===== config.mk =====
export PLATFORM = sky130hd
export DESIGN_NAME = flag_condition_unit_flat
export DESIGN_NICKNAME = d
export VERILOG_FILES = /design/src/rtl/flag_condition_if.sv /design/src/rtl/flag_condition_unit.sv /design/src/flat_wrapper.sv
export SDC_FILE = /design/constraint.sdc
export NUM_CORES = 1
export LEC_CHECK = 0
export BUFFER_PORTS_ARGS = -buffer_cell sky130_fd_sc_hd__buf_2
export CORE_AREA = 3 3 40 42
export CTS_BUF_LIST = sky130_fd_sc_hd__clkbuf_2 sky130_fd_sc_hd__clkbuf_4 sky130_fd_sc_hd__clkbuf_8
export CTS_CLUSTER_DIAMETER = 30
export CTS_CLUSTER_SIZE = 28
export DETAILED_ROUTE_END_ITERATION = 7
export DIE_AREA = 0 0 43 45
export PLACE_DENSITY = 0.41
export SYNTH_ARGS = -nofsm -noshare
export SYNTH_HDL_FRONTEND = slang
export SYNTH_SLANG_ARGS = --single-unit

===== constraint.sdc =====
create_clock -name clk -period 2.1 [get_ports clk]
set_input_delay 0.105 -clock clk [delete_from_list [all_inputs] [get_ports clk]]
set_output_delay 0.105 -clock clk [all_outputs]
set_load 0.02 [all_outputs]

===== src/rtl/flag_condition_if.sv =====
// flag_condition_if: ALU flag input, condition request/result handshake and flag stack control/status.
interface flag_condition_if;
  logic flags_we;
  logic [1:0] alu_flags;
  logic cond_valid;
  logic [2:0] cond;
  logic cond_ready;
  logic res_valid;
  logic res_true;
  logic res_ready;
  logic push;
  logic pop;
  logic [1:0] flags_q;
  logic stack_full;
  logic stack_empty;
  logic stack_err;
  modport master (
    output flags_we, alu_flags, cond_valid, cond, res_ready, push, pop,
    input cond_ready, res_valid, res_true, flags_q, stack_full, stack_empty, stack_err
  );
  modport slave (
    input flags_we, alu_flags, cond_valid, cond, res_ready, push, pop,
    output cond_ready, res_valid, res_true, flags_q, stack_full, stack_empty, stack_err
  );
endinterface


===== src/rtl/flag_condition_unit.sv =====
// flag_condition_unit: {V,Z} flag register, registered condition evaluator, and
// optional interrupt flag save/restore LIFO enabled by FLAG_STACK_EN.
module flag_condition_unit #(
  parameter int STACK_DEPTH = 4
) (
  input logic clk,
  input logic rst_n,
  flag_condition_if.slave bus
);
  logic [1:0] flags;
  logic [1:0] eff;
  logic [1:0] pop_val;
  logic res_valid;
  logic res_true;
  logic accept;
  logic pop_ok;
  logic eval;
  assign bus.cond_ready = ~res_valid | bus.res_ready;
  assign accept = bus.cond_valid & bus.cond_ready;
  assign bus.res_valid = res_valid;
  assign bus.res_true = res_true;
  assign bus.flags_q = flags;
`ifdef FLAG_STACK_EN
  localparam int PW = $clog2(STACK_DEPTH) + 1;
  localparam logic [PW-1:0] FULL = PW'(STACK_DEPTH);
  logic [1:0] stack [STACK_DEPTH];
  logic [PW-1:0] ptr;
  logic [PW-2:0] top;
  logic push_ok;
  logic bad;
  logic err;
  // ptr==STACK_DEPTH wraps the low bits to 0, so top still lands on the last slot
  assign top = ptr[PW-2:0] - (PW-1)'(1);
  assign push_ok = bus.push & ~bus.pop & (ptr != FULL);
  assign pop_ok = bus.pop & ~bus.push & (ptr != '0);
  assign bad = (bus.push & bus.pop) | (bus.push & ptr == FULL) | (bus.pop & ptr == '0);
  assign pop_val = stack[top];
  assign bus.stack_full = ptr == FULL;
  assign bus.stack_empty = ptr == '0;
  assign bus.stack_err = err;
  always_ff @(posedge clk)
    if (push_ok) stack[ptr[PW-2:0]] <= flags;
  always_ff @(posedge clk or negedge rst_n)
    if (!rst_n) begin
      ptr <= '0;
      err <= 1'b0;
    end else begin
      ptr <= push_ok ? ptr + 1'b1 : pop_ok ? ptr - 1'b1 : ptr;
      err <= err | bad;
    end
`else
  logic unused_stack;
  assign unused_stack = bus.push ^ bus.pop;
  assign pop_ok = 1'b0;
  assign pop_val = 2'b00;
  assign bus.stack_full = 1'b0;
  assign bus.stack_empty = 1'b1;
  assign bus.stack_err = 1'b0;
`endif
  assign eff = pop_ok ? pop_val : bus.flags_we ? bus.alu_flags : flags;
  always_comb begin
    eval = 1'b0;
    eval = bus.cond == 3'd0 ? 1'b1 :
           bus.cond == 3'd1 ? eff[0] :
           bus.cond == 3'd2 ? ~eff[0] :
           bus.cond == 3'd3 ? eff[1] :
           bus.cond == 3'd4 ? ~eff[1] :
           bus.cond == 3'd5 ? eff[0] | eff[1] : 1'b0;
  end
  always_ff @(posedge clk or negedge rst_n)
    if (!rst_n) begin
      flags <= 2'b00;
      res_valid <= 1'b0;
      res_true <= 1'b0;
    end else begin
      flags <= pop_ok ? pop_val : bus.flags_we ? bus.alu_flags : flags;
      if (accept) begin
        res_valid <= 1'b1;
        res_true <= eval;
      end else if (bus.res_ready) res_valid <= 1'b0;
    end
endmodule


===== src/flat_wrapper.sv =====
// flat-port wrapper written by rule: the top's interface ports become plain ports
module flag_condition_unit_flat 
#(
  parameter int STACK_DEPTH = 4
)
  (clk, rst_n, bus_flags_we, bus_alu_flags, bus_cond_valid, bus_cond, bus_res_ready, bus_push, bus_pop, bus_cond_ready, bus_res_valid, bus_res_true, bus_flags_q, bus_stack_full, bus_stack_empty, bus_stack_err);
  flag_condition_if bus_i ();
  input logic clk;
  input logic rst_n;
  input wire logic [$bits(bus_i.flags_we)-1:0] bus_flags_we;
  input wire logic [$bits(bus_i.alu_flags)-1:0] bus_alu_flags;
  input wire logic [$bits(bus_i.cond_valid)-1:0] bus_cond_valid;
  input wire logic [$bits(bus_i.cond)-1:0] bus_cond;
  input wire logic [$bits(bus_i.res_ready)-1:0] bus_res_ready;
  input wire logic [$bits(bus_i.push)-1:0] bus_push;
  input wire logic [$bits(bus_i.pop)-1:0] bus_pop;
  output wire logic [$bits(bus_i.cond_ready)-1:0] bus_cond_ready;
  output wire logic [$bits(bus_i.res_valid)-1:0] bus_res_valid;
  output wire logic [$bits(bus_i.res_true)-1:0] bus_res_true;
  output wire logic [$bits(bus_i.flags_q)-1:0] bus_flags_q;
  output wire logic [$bits(bus_i.stack_full)-1:0] bus_stack_full;
  output wire logic [$bits(bus_i.stack_empty)-1:0] bus_stack_empty;
  output wire logic [$bits(bus_i.stack_err)-1:0] bus_stack_err;
  assign bus_i.flags_we = bus_flags_we;
  assign bus_i.alu_flags = bus_alu_flags;
  assign bus_i.cond_valid = bus_cond_valid;
  assign bus_i.cond = bus_cond;
  assign bus_i.res_ready = bus_res_ready;
  assign bus_i.push = bus_push;
  assign bus_i.pop = bus_pop;
  assign bus_cond_ready = bus_i.cond_ready;
  assign bus_res_valid = bus_i.res_valid;
  assign bus_res_true = bus_i.res_true;
  assign bus_flags_q = bus_i.flags_q;
  assign bus_stack_full = bus_i.stack_full;
  assign bus_stack_empty = bus_i.stack_empty;
  assign bus_stack_err = bus_i.stack_err;
  flag_condition_unit #(.STACK_DEPTH(STACK_DEPTH)) u_core (.clk(clk), .rst_n(rst_n), .bus(bus_i));
endmodule

# After elaboration in Yosys (flattened, before gate mapping)
# Index checks and enable logic that the tools add are counted.
# classes
bitwise,6
shifts,0
n_mul,0
n_reduce_logical,2
n_addsub,0
eq_ne,5
magnitude_cmp,0
muxes,9
div,0
# op_table
cell,n
1-bit two-way mux,8
3-bit by 2-bit == test with 1-bit output (second input constant),2
3-bit == test (second input constant),2
3-bit by 1-bit == test with 1-bit output (second input constant),1
3-bit zero test,1
1-bit inverter,3
2-bit two-way mux,1
1-bit bitwise OR,2
2-bit nonzero test,1
1-bit bitwise AND,1
# word_totals
mem_count,0
latchBits,0
romBits,0
regBits,4
ram_bits,0

# Longest topological paths before layout
# Gate-level depths: netlist of the first run.
# depth
word_depth,8
ltp_mapped,4

# Worst setup path after synthesis of the first run
# OpenSTA, ideal clock, no wires.
# synth_path
path_kind,flip-flop to flip-flop
startpoint,"register u_core.flags[1], in the netlist u_core.bus.flags_q[1]"
endpoint,"register u_core.res_true, in the netlist u_core.bus.res_true"
synth_period_minus_slack_ns,1.251
path_stages_with_launch,5
t_arrival_ns,1.129
slack_ns,0.849
setup_ns,0.122
cell_sequence,dfrtp_1 > mux2_4 > o211ai_2 > o211ai_2 > a32o_1
# synth_between
elab_chain_len,8
elab_cells_between_ends,9
classes_between,mux (7); bitwise (2)
# synth_lines
item,line_no,rtl
"start, declared",flag_condition_unit.sv:10,logic [1:0] flags;
"start signal, assigned",flag_condition_unit.sv:76,flags <= pop_ok ? pop_val : bus.flags_we ? bus.alu_flags : flags;
2-bit two-way mux *,flag_condition_unit.sv:60,assign eff = pop_ok ? pop_val : bus.flags_we ? bus.alu_flags : flags;
net u_core.eff[1],flag_condition_unit.sv:11,logic [1:0] eff;
1-bit bitwise OR,flag_condition_unit.sv:68,bus.cond == 3'd5 ? eff[0] | eff[1] : 1'b0;
1-bit two-way mux,flag_condition_unit.sv:68,
1-bit two-way mux,flag_condition_unit.sv:67,bus.cond == 3'd4 ? ~eff[1] :
1-bit two-way mux *,flag_condition_unit.sv:66,bus.cond == 3'd3 ? eff[1] :
1-bit two-way mux *,flag_condition_unit.sv:65,bus.cond == 3'd2 ? ~eff[0] :
1-bit two-way mux *,flag_condition_unit.sv:64,bus.cond == 3'd1 ? eff[0] :
1-bit two-way mux *,flag_condition_unit.sv:63,eval = bus.cond == 3'd0 ? 1'b1 :
"end signal, assigned",flag_condition_unit.sv:79,res_true <= eval;
"end, declared",flag_condition_unit.sv:14,logic res_true;
# Mark *: on every way through the listed nets, which the timed path passes. The rest lies on a longest branch.
# A chain may end at the register's enable or synchronous reset.

# Worst setup path after layout of the first run
# Ends and elaborated chain as after synthesis.

==> impl_results.md, run 1 <==
* Die Footprint at 1935 um^2
* Number of iterations in the first detailed-routing pass at 2
* Startpoint types: flip-flop
* Required time worst endpoint at 2.21 ns
* Num rows at 13
* Syn avg cell area at 11.64 um^2
* Dominant cell type by area after synthesis: sky130_fd_sc_hd__dfrtp_1
* Via-to-Cell Ratio at 3.784
* Final standard cell count with taps included and fillers excluded at 51
* Maximum clock insertion buffer count at 2
* Area Overhead vs Synth at 44.09%
* Number of levels in the clock H-tree at 1
* Sequential area share after synthesis at 43.01%
* Critical-path cell with the highest stage delay: sky130_fd_sc_hd__dfrtp_1
* Remaining routing DRC violations at 0
* Total number of nets in the final design at 50
* Detailed Route Iter0 Violations at 5
* Routability cong. at 0.6805
* Ranking of synthesized cells by area: sky130_fd_sc_hd__dfrtp_1 (43%), sky130_fd_sc_hd__mux2_4 (13%), sky130_fd_sc_hd__o211ai_2 (11%)
* Crit end category: flip-flop
* Most used cell along the critical path: sky130_fd_sc_hd__o211ai_2
* Total gr overflow at 0
* Crit path time final at 1.184 ns
* Root buffer cell: sky130_fd_sc_hd__clkbuf_4
* Clock sinks at 4
* Period utilization at 56.38%
* Boundary pin count at 20
* Kind of critical path: flip-flop to flip-flop
* Number of placed instances, taps included at 47
* Hold Violations, Final at 0
* Data arrival time of the critical path at 1.30 ns
* IR Drop Worst-Case VDD at 0.0003509 V
* Vertical die dimension at 45 um
* Number of max-capacitance violations reported at 0
* Vias after detailed routing at 193
* Final setup skew at 0.002186 ns
* Quantity of I/O buffers inserted on ports at 14
* Core footprint at 1285 um^2
* Total GRT Usage at 6.365%
* Total chip power at 0.0002461 W
* Result of the run: finished clean
* Initial standard-cell utilization of the core at 18.11%
* Clock input transition at the sequential cells of the worst setup and hold paths at 0.04 ns
* Post-Syn Instances at 20
* Antenna violation net count after detailed routing at 0
* Area share of the largest cell type after synthesis at 43.01%
* Count of different cell masters after synthesis at 11
* Kind of path behind the tightest hold check: input port to flip-flop
* List of cells traversed by the critical path: mux2_4, o211ai_2, o211ai_2, a32o_1
* Fraction of final layout cells with drive strength greater than 1 at 61.11%
* CP peak stage delay at 0.36 ns
* Die X at 43 um
* Insertion delay of the later-clocked pin in the worst-skew pair at 0.23 ns
* Netlist area before placement at 232.7 um^2
* Cell area power density at 733.8 nW/um^2
* Pins over their slew limit at 0
* Total wire length after detailed routing at 505 um
* Largest driver fanout on the critical path at 3
* Max Clk Rate at 844.6 MHz
* RSZ-0062 raised after global routing: no
* Initial antenna violation count at 0
* Per-cell routed wire length at 9.902 um
* Wire length of the first global-routing pass at 848 um
* Total number of yosys warnings at 0
* Number of buffers created by CTS at 3
* Hold Worst Slack at 0.07866 ns
* Final total negative setup slack at 0 ns
* Detail Placement HPWL at 436.3 um
* Antenna Diode Count at 0
* Total of flip-flops plus latches after synthesis at 4
* Leak at 0.1703 nW
* CTS-repair resized insts at 0
* Number of global-route vias before repair at 202
* Clock tree from TritonCTS: done
* # setup viols final at 0
* Pin count of the biggest net entering global routing at 5
==> sequential cells by signal (all words and copies together) (netlist names) <==
register              count
u_core.bus.res_valid      1
u_core.bus.flags_q        2
u_core.bus.res_true       1
==> placed cells by master, fill, tap and decap left out <==
cell type / count
sky130_fd_sc_hd__dfrtp_1: 4
sky130_fd_sc_hd__nand2_1: 1
sky130_fd_sc_hd__a21oi_1: 1
sky130_fd_sc_hd__a32o_1: 1
sky130_fd_sc_hd__o211ai_2: 2
sky130_fd_sc_hd__nand2b_1: 2
sky130_fd_sc_hd__clkbuf_4: 3
sky130_fd_sc_hd__conb_1: 3
sky130_fd_sc_hd__mux2_4: 2
sky130_fd_sc_hd__dlygate4sd3_1: 1
sky130_fd_sc_hd__buf_2: 14
sky130_fd_sc_hd__nand2b_2: 1
sky130_fd_sc_hd__nand3b_1: 1
==> repair_timing <==
action / CTS / global route
hold endpoints to repair: 4 / 0
hold buffers: 1 / 0
buffers inserted: 0 / 0
==> worst max-delay path, delay by kind of cell, from the launching register on <==
| kind | cells | cell delay (ns) |
|---|---|---|
| flops | 1 | 0.36 |
| compound gates | 3 | 0.42 |
| mux | 1 | 0.30 |
==> Yosys cell counts <==
| master | number |
|---|---|
| sky130_fd_sc_hd__nand2b_2 | 1 |
| sky130_fd_sc_hd__nand3b_1 | 1 |
| sky130_fd_sc_hd__dfrtp_1 | 4 |
| sky130_fd_sc_hd__buf_4 | 3 |
| sky130_fd_sc_hd__nand2b_1 | 2 |
| sky130_fd_sc_hd__conb_1 | 2 |
| sky130_fd_sc_hd__o211ai_2 | 2 |
| sky130_fd_sc_hd__a21oi_1 | 1 |
| sky130_fd_sc_hd__nand2_1 | 1 |
| sky130_fd_sc_hd__mux2_4 | 2 |
| sky130_fd_sc_hd__a32o_1 | 1 |
==> worst paths after layout <==
kind	to	start	slack, ns	cells after the start
min in group asynchronous	u_core.bus.res_valid$_DFFE_PN0P_	rst_n	0.20	2
min reg2reg	u_core.bus.res_true$_DFFE_PN0P_	u_core.bus.res_true$_DFFE_PN0P_	0.49	1
min	u_core.bus.res_valid$_DFFE_PN0P_	bus_cond_valid	0.08	2
max in group asynchronous	u_core.bus.flags_q[0]$_DFF_PN0_	rst_n	1.78	2
max reg2reg	u_core.bus.res_true$_DFFE_PN0P_	u_core.bus.flags_q[1]$_DFF_PN0_	0.92	4
max	u_core.bus.res_true$_DFFE_PN0P_	u_core.bus.flags_q[1]$_DFF_PN0_	0.92	4
==> logic make-up (layout without fill, tap and decap cells) <==
group / Yosys count / count (layout) / share of synthesized area (%)
flip-flops: 4 / 4 / 43.01
AO/OA/AOI/OAI: 4 / 4 / 17.20
buffers and inverters: 3 / 18 / 9.677
AND/OR/NAND/NOR: 5 / 5 / 13.98
other: 2 / 3 / 3.227
multiplexers: 2 / 2 / 12.90
==> routing by layer <==
| metal | vias to the layer above | global-route usage, % | wire length [um] |
|---|---|---|---|
| li1 | 96 | - | - |
| met1 | 84 | 6.618 | 194 |
| met2 | 13 | 8.982 | 240 |
| met3 | 0 | 5.179 | 71 |
| met4 | 0 | 3.614 | 0 |
| met5 | - | 0 | 0 |
==> power by group <==
part           switching [W]  internal (W)
Clock              0.0000273     0.0000636
Sequential        0.00000390     0.0000860
Combinational      0.0000371     0.0000282
Total              0.0000683      0.000178
==> metrics by stage <==
stage                     setup slack, ns  util, %  cell area [um^2]
final                              0.9160    26.10             335.3
after global routing               0.8498    26.10             335.3
after CTS                          0.9078    26.10             335.3
after detailed placement           0.9124    23.56             302.8
after global placement             0.9262    23.56             302.8
after floorplan                    0.8492        -             236.5
==> cell type report <==
class | instances | area (um^2)
repair buffers | 15 | 80.08
fillers | 146 | 949.7
multi-input cells | 14 | 113.9
clock buffers | 3 | 22.52
flip-flops and latches | 4 | 100.1
well taps | 15 | 18.77
Power figures use the tool's default switching activity.
==> run 2: changes to the inputs <==
PLACE_DENSITY = 0.43   (was 0.41)
clock period = 1 ns   (was 2.1 ns; I/O delays follow)
==> run 2 against run 1 <==
Against the previous run: the flow now finishes with violations (setup timing); clock-buffer cell count up 1; combinational power grew 130%; register-to-register slack got worse by 1.1 ns; first-iteration DRC count is 60% lower; global-route usage grew 0.83 points; critical path type unchanged; largest cell class unchanged; largest power group unchanged.
==> impl_results.md, run 2 (synthesis gave the netlist of run 1 again) <==
* Result of the run: finished, violations left
* Failing checks: setup timing
* Total chip power at 0.0005941 W (+140%)
* Remaining routing DRC violations at 0 (unchanged)
* RSZ-0062 raised after global routing: yes
* Via-to-Cell Ratio at 3.759 (-0.66%)
* Number of buffers created by CTS at 3 (unchanged)
* Number of cell instances on the worst register-to-register path at 4 (unchanged)
* Number of levels in the clock H-tree at 1 (unchanged)
* Number of max-capacitance violations reported at 0 (unchanged)
* Placed standard-cell area at 312.8 um^2 (+3.3%)
* Kind of critical path: flip-flop to flip-flop
* Clock sinks at 4 (unchanged)
* DP Worst Slack at -0.2033 ns (-1.116 ns)
* Insertion delay of the later-clocked pin in the worst-skew pair at 0.24 ns (about the same)
* Antenna Diode Count at 0 (unchanged)
* Root buffer cell: sky130_fd_sc_hd__clkbuf_4
* Fin area at 366.6 um^2 (+9.3%)
* Data arrival time of the critical path at 1.30 ns (about the same)
* Period utilization at 118.1% (+62 points)
* Boundary pin count at 20 (unchanged)
* Most used cell along the critical path: sky130_fd_sc_hd__o211ai_2
* Core footprint at 1285 um^2 (unchanged)
* Fraction of final layout cells with drive strength greater than 1 at 69.23% (+8.1 points)
* Area Overhead vs Synth at 57.53%
* Total GRT Usage at 7.191% (+0.83 points)
* Cell area power density at 1621 nW/um^2 (+120%)
* Total wire length after detailed routing at 546 um (+8.1%)
* Required time worst endpoint at 1.12 ns (-1.09 ns)
* Total gr overflow at 0 (unchanged)
* Max Clk Rate at 846.6 MHz (+0.24%)
* Largest register FFs at 2 (unchanged)
* Routability cong. at 0.6293 (-7.5%)
* Detail Placement HPWL at 415.7 um (-4.7%)
* Vias after detailed routing at 203 (+5.2%)
* Initial standard-cell utilization of the core at 18.11% (unchanged)
* Final setup skew at 0.007516 ns (+0.005330 ns)
* Initial antenna violation count at 0 (unchanged)
* Startpoint types: flip-flop
* Leading cell type in the layout, fill and taps excluded: sky130_fd_sc_hd__buf_2
* List of cells traversed by the critical path: mux2_4, o211ai_2, o211ai_2, a32o_1
* Leak at 0.1852 nW (+8.7%)
* Wire length of the first global-routing pass at 931 um (+9.8%)
* Per-cell routed wire length at 10.11 um (+2.1%)
* IR Drop Worst-Case VDD at 0.0007186 V (+100%)
* Die Footprint at 1935 um^2 (unchanged)
* Maximum clock insertion buffer count at 2 (unchanged)
* Antenna violation net count after detailed routing at 0 (unchanged)
* Clock input transition at the sequential cells of the worst setup and hold paths at 0.04 ns (about the same)
* Number of iterations in the first detailed-routing pass at 4 (+2)
* Clock tree from TritonCTS: done
* Total number of nets in the final design at 52 (+4.0%)
* Commonest non-fill, non-tap cells in the layout: sky130_fd_sc_hd__buf_2 (13), sky130_fd_sc_hd__clkbuf_4 (4), sky130_fd_sc_hd__conb_1 (3)
* # setup viols final at 1 (+1)
* Crit path time final at 1.181 ns (-0.002833 ns)
* Filler Cell Count at 150 (+2.7%)
* Detailed Route Iter0 Violations at 2 (-3)
* Min-Delay Path Depth at 2 (unchanged)
* Crit end category: flip-flop
* Die X at 43 um (unchanged)
* Largest driver fanout on the critical path at 2 (-1)
* CP peak stage delay at 0.39 ns (+0.03 ns)
* Flip-flop and latch area at 102.6 um^2 (+2.5%)
* Number of global-route vias before repair at 205 (+1.5%)
* Quantity of I/O buffers inserted on ports at 14 (unchanged)
* Hold Violations, Final at 0 (unchanged)
* Vertical die dimension at 45 um (unchanged)
* Pin count of the biggest net entering global routing at 5 (unchanged)
* Post-layout worst setup margin at -0.1812 ns (-1.097 ns)
* Kind of path behind the tightest hold check: input port to flip-flop
* Footprint of the multi-input gates at 113.9 um^2 (unchanged)
* Critical-path cell with the highest stage delay: sky130_fd_sc_hd__dfrtp_2
* Num rows at 13 (unchanged)
* Pins over their slew limit at 0 (unchanged)
==> run 2: changes by cell type in the layout (fill, tap and decap cells not counted), sizes merged <==
cell,previous run,this run
buf,14,16
clkbuf,3,4
==> run 2: final timing paths <==
kind	start	to	slack, ns
min in group asynchronous	rst_n	u_core.bus.flags_q[1]$_DFF_PN0_	0.14
hold reg to reg	u_core.bus.res_true$_DFFE_PN0P_	u_core.bus.res_true$_DFFE_PN0P_	0.49
setup / recovery	u_core.bus.flags_q[1]$_DFF_PN0_	u_core.bus.res_true$_DFFE_PN0P_	-0.18
setup reg to reg	u_core.bus.flags_q[1]$_DFF_PN0_	u_core.bus.res_true$_DFFE_PN0P_	-0.18
max in group asynchronous	rst_n	u_core.bus.flags_q[0]$_DFF_PN0_	0.73
hold / removal	bus_cond_valid	u_core.bus.res_valid$_DFFE_PN0P_	0.02
==> run 2: worst max-delay path, delay by kind of cell, from the launching register on <==
family          cells  cell delay (ns)
compound gates      3             0.39
flops               1             0.39
mux                 1             0.28
==> run 2: stage by stage <==
step / util, % / TNS (ns) / cells / hold slack [ns]
2_1_floorplan: - / -0.2370 / 21 / -0.2456
3_3_place_gp: 24.34 / -0.1965 / 48 / -0.1390
3_5_place_dp: 24.34 / -0.2033 / 48 / -0.1397
4_1_cts: 28.04 / -0.2177 / 54 / 0.01371
5_1_grt: 28.53 / -0.2213 / 54 / 0.02142
6_report: 28.53 / -0.1812 / 54 / 0.01922
==> run 2: layer usage <==
metal | track usage, % | up-vias | wire length [um] | share of wire (%)
li1 | - | 100 | - | -
met1 | 8.780 | 87 | 227 | 42
met2 | 8.084 | 16 | 221 | 40
met3 | 7.968 | 0 | 98 | 18
met4 | 1.807 | 0 | 0 | 0
met5 | 0 | - | 0 | 0
==> run 2: layout make-up <==
cell class	count	area share (%)
sequential	4	27.99
tap	15	5.119
timing repair buffer	17	27.64
clock buffer	4	8.191
multi-input combinational	14	31.06
==> run 2: repair_timing <==
action	4_1_cts	5_1_grt
pin swaps	2	2
hold buffers	1	0
setup endpoints to repair	1	2
buffers inserted	1	0
cloned	0	0
resized for setup	0	2
endpoints found under the hold margin	4	0
==> run 2: where the power goes <==
| part | switching [W] | leakage (nW) | internal (W) |
|---|---|---|---|
| logic | 0.0000801 | 0.122 | 0.0000716 |
| registers | 0.00000891 | 0.0449 | 0.000182 |
| clock network | 0.0000744 | 0.0184 | 0.000177 |
| total | 0.000163 | 0.185 | 0.000431 |
==> run 3: changes to the inputs <==
CELL_PAD_IN_SITES_DETAIL_PLACEMENT = 0   (was not set)
CELL_PAD_IN_SITES_GLOBAL_PLACEMENT = 2   (was not set)
CORE_AREA = not set   (was 3 3 40 42)
CORE_MARGIN = 3   (was not set)
CORE_UTILIZATION = 17   (was not set)
DIE_AREA = not set   (was 0 0 43 45)
PLACE_DENSITY = 0.69   (was 0.43)
==> run 3 against run 2 <==
Against the previous run: the run still ends with setup timing left; worst hold slack gained 0.0054 ns; clock-buffer cell count fell by 1; non-clock buffer count unchanged; via count is 2.5% higher; global-route usage increased by 0.57 points; cell area is 3.4% lower; largest power group unchanged; highest routed layer is now met4.
==> impl_results.md, run 3 (synthesis gave the netlist of run 1 again) <==
* Pin count of the biggest net entering global routing at 5 (unchanged)
* Core footprint at 1186 um^2 (-7.7%)
* Die X at 43 um (unchanged)
* Fraction of final layout cells with drive strength greater than 1 at 68.42% (-0.81 points)
* RSZ-0062 raised after global routing: yes
* # setup viols final at 1 (unchanged)
* Fraction of power consumed by the clock network at 36.1% (-6.3 points)
* Number of buffers created by CTS at 3 (unchanged)
* Wire length of the first global-routing pass at 1000 um (+7.4%)
* Antenna violation net count after detailed routing at 0 (unchanged)
* Required time worst endpoint at 1.11 ns (about the same)
* Total wire length after detailed routing at 616 um (+13%)
* IR Drop Worst-Case VDD at 0.0003802 V (-47%)
* Placed standard-cell area at 319.1 um^2 (+2.0%)
* Insertion delay of the later-clocked pin in the worst-skew pair at 0.23 ns (about the same)
* Crit path time final at 1.209 ns (+0.02811 ns)
* Root buffer cell: sky130_fd_sc_hd__clkbuf_4
* Internal portion of total power at 0.0003858 W (-10%)
* Total number of nets in the final design at 52 (unchanged)
* Crit end category: flip-flop
* Via-to-Cell Ratio at 4.000 (+6.4%)
* Total GRT Usage at 7.759% (+0.57 points)
* Period utilization at 120.9% (+2.8 points)
* Clock tree from TritonCTS: done
* Pins over their slew limit at 0 (unchanged)
* Filler Cell Count at 132 (-12%)
* Kind of path behind the tightest hold check: input port to flip-flop
* Post-CTS Setup Bufs at 0 (-1)
* Die Footprint at 1849 um^2 (-4.4%)
* Antenna Diode Count at 0 (unchanged)
* Vertical die dimension at 43 um (-4.4%)
* Startpoint types: flip-flop
* Post-layout worst setup margin at -0.2093 ns (-0.02811 ns)
* Power dissipated by switching net loads at 0.0001504 W (-8.0%)
* Cell area power density at 1514 nW/um^2 (-6.6%)
* Total chip power at 0.0005362 W (-9.7%)
* Final setup skew at 0.002244 ns (-0.005272 ns)
* Routability cong. at 0.7860 (+25%)
* Fin area at 354.1 um^2 (-3.4%)
* Hold Worst Slack at 0.02457 ns (+0.005350 ns)
* Number of global-route vias before repair at 228 (+11%)
* Total gr overflow at 0 (unchanged)
* Clock input transition at the sequential cells of the worst setup and hold paths at 0.04 ns (about the same)
* Number of iterations in the first detailed-routing pass at 2 (-2)
* Data arrival time of the critical path at 1.32 ns (+0.02 ns)
* Per-cell routed wire length at 11.85 um (+17%)
* Quantity of I/O buffers inserted on ports at 14 (unchanged)
* Hold Violations, Final at 0 (unchanged)
* Sw Ratio at 28.06% (+0.55 points)
* Number of levels in the clock H-tree at 1 (unchanged)
* Detailed Route Iter0 Violations at 2 (unchanged)
* Clock sinks at 4 (unchanged)
* Boundary pin count at 20 (unchanged)
* Failing checks: setup timing
* Remaining routing DRC violations at 0 (unchanged)
* Num rows at 12 (-1)
* Commonest non-fill, non-tap cells in the layout: sky130_fd_sc_hd__buf_2 (13), sky130_fd_sc_hd__conb_1 (3), sky130_fd_sc_hd__clkbuf_4 (3), sky130_fd_sc_hd__buf_4 (3)
* Reg power frac at 35.6% (+3.5 points)
* Largest register FFs at 2 (unchanged)
* Area Overhead vs Synth at 52.15%
* Leading cell type in the layout, fill and taps excluded: sky130_fd_sc_hd__buf_2
* Number of max-capacitance violations reported at 0 (unchanged)
* Leak at 0.1792 nW (-3.2%)
* Result of the run: finished, violations left
* Initial standard-cell utilization of the core at 19.62% (+1.5 points)
* Max Clk Rate at 826.9 MHz (-2.3%)
* Initial antenna violation count at 0 (unchanged)
* Post-route core utilization at 29.85% (+1.3 points)
* Final total negative setup slack at -0.2093 ns (-0.02811 ns)
* Maximum clock insertion buffer count at 2 (unchanged)
* Vias after detailed routing at 208 (+2.5%)
* Fraction of power consumed by combinational cells at 28.3% (+2.8 points)
* Largest driver fanout on the critical path at 2 (unchanged)
* Kind of critical path: flip-flop to flip-flop
-- run 3: per-layer routing --
layer	wire (um)	up-vias	global-route usage (%)
met4	4	0	7.229
li1	-	100	-
met2	293	15	11.98
met1	218	91	7.107
met5	0	-	0
met3	100	2	4.237
-- run 3: final timing paths --
| check | start | endpoint | slack (ns) | cells after the start |
|---|---|---|---|---|
| worst max-delay path | u_core.bus.flags_q[1]$_DFF_PN0_ | u_core.bus.res_true$_DFFE_PN0P_ | -0.21 | 4 |
| worst min-delay path | bus_cond_valid | u_core.bus.res_valid$_DFFE_PN0P_ | 0.02 | 2 |
| worst max register to register | u_core.bus.flags_q[1]$_DFF_PN0_ | u_core.bus.res_true$_DFFE_PN0P_ | -0.21 | 4 |
| worst min register to register | u_core.bus.res_true$_DFFE_PN0P_ | u_core.bus.res_true$_DFFE_PN0P_ | 0.50 | 1 |
| max in group asynchronous | rst_n | u_core.bus.flags_q[1]$_DFF_PN0_ | 0.71 | 2 |
| min in group asynchronous | rst_n | u_core.bus.res_valid$_DFFE_PN0P_ | 0.15 | 2 |
-- run 3: stage by stage --
step                cells  setup slack [ns]
detailed placement     48           -0.2191
finish                 52           -0.2093
global route           52           -0.2581
floorplan              21           -0.2370
CTS                    52           -0.2221
global placement       48           -0.1790
-- run 3: critical path, cell delays in order (launching register included) --
cell	delay, ns
sky130_fd_sc_hd__dfrtp_2	0.39
sky130_fd_sc_hd__mux2_4	0.28
sky130_fd_sc_hd__o211ai_2	0.07
sky130_fd_sc_hd__o211ai_2	0.10
sky130_fd_sc_hd__a32o_1	0.24
-- run 3: cell type report --
cell class                 count  area (um^2)  share of cell area (%)
multi-input combinational     14        113.9                   32.16
sequential                     4        102.6                   28.98
timing repair buffer          17        97.59                   27.56
tap                           14        17.52                   4.947
clock buffer                   3        22.52                   6.360
-- run 3: timing repair --
| item | 4_1_cts | 5_1_grt |
|---|---|---|
| endpoints found under the setup margin | 1 | 2 |
| resized for setup | 0 | 1 |
| endpoints found under the hold margin | 4 | 0 |
| hold buffers | 1 | 0 |
| pin swaps | 2 | 0 |
-- run 3: power groups by stage --
stage,sequential (W),combinational (W),clock (W)
3_3_place_gp,0.000191,0.000145,0
3_5_place_dp,0.000193,0.000148,0
5_1_grt,0.000194,0.000165,0.000217
6_report,0.000191,0.000152,0.000194
2_1_floorplan,0.000216,0.0000675,0
4_1_cts,0.000191,0.000152,0.000208
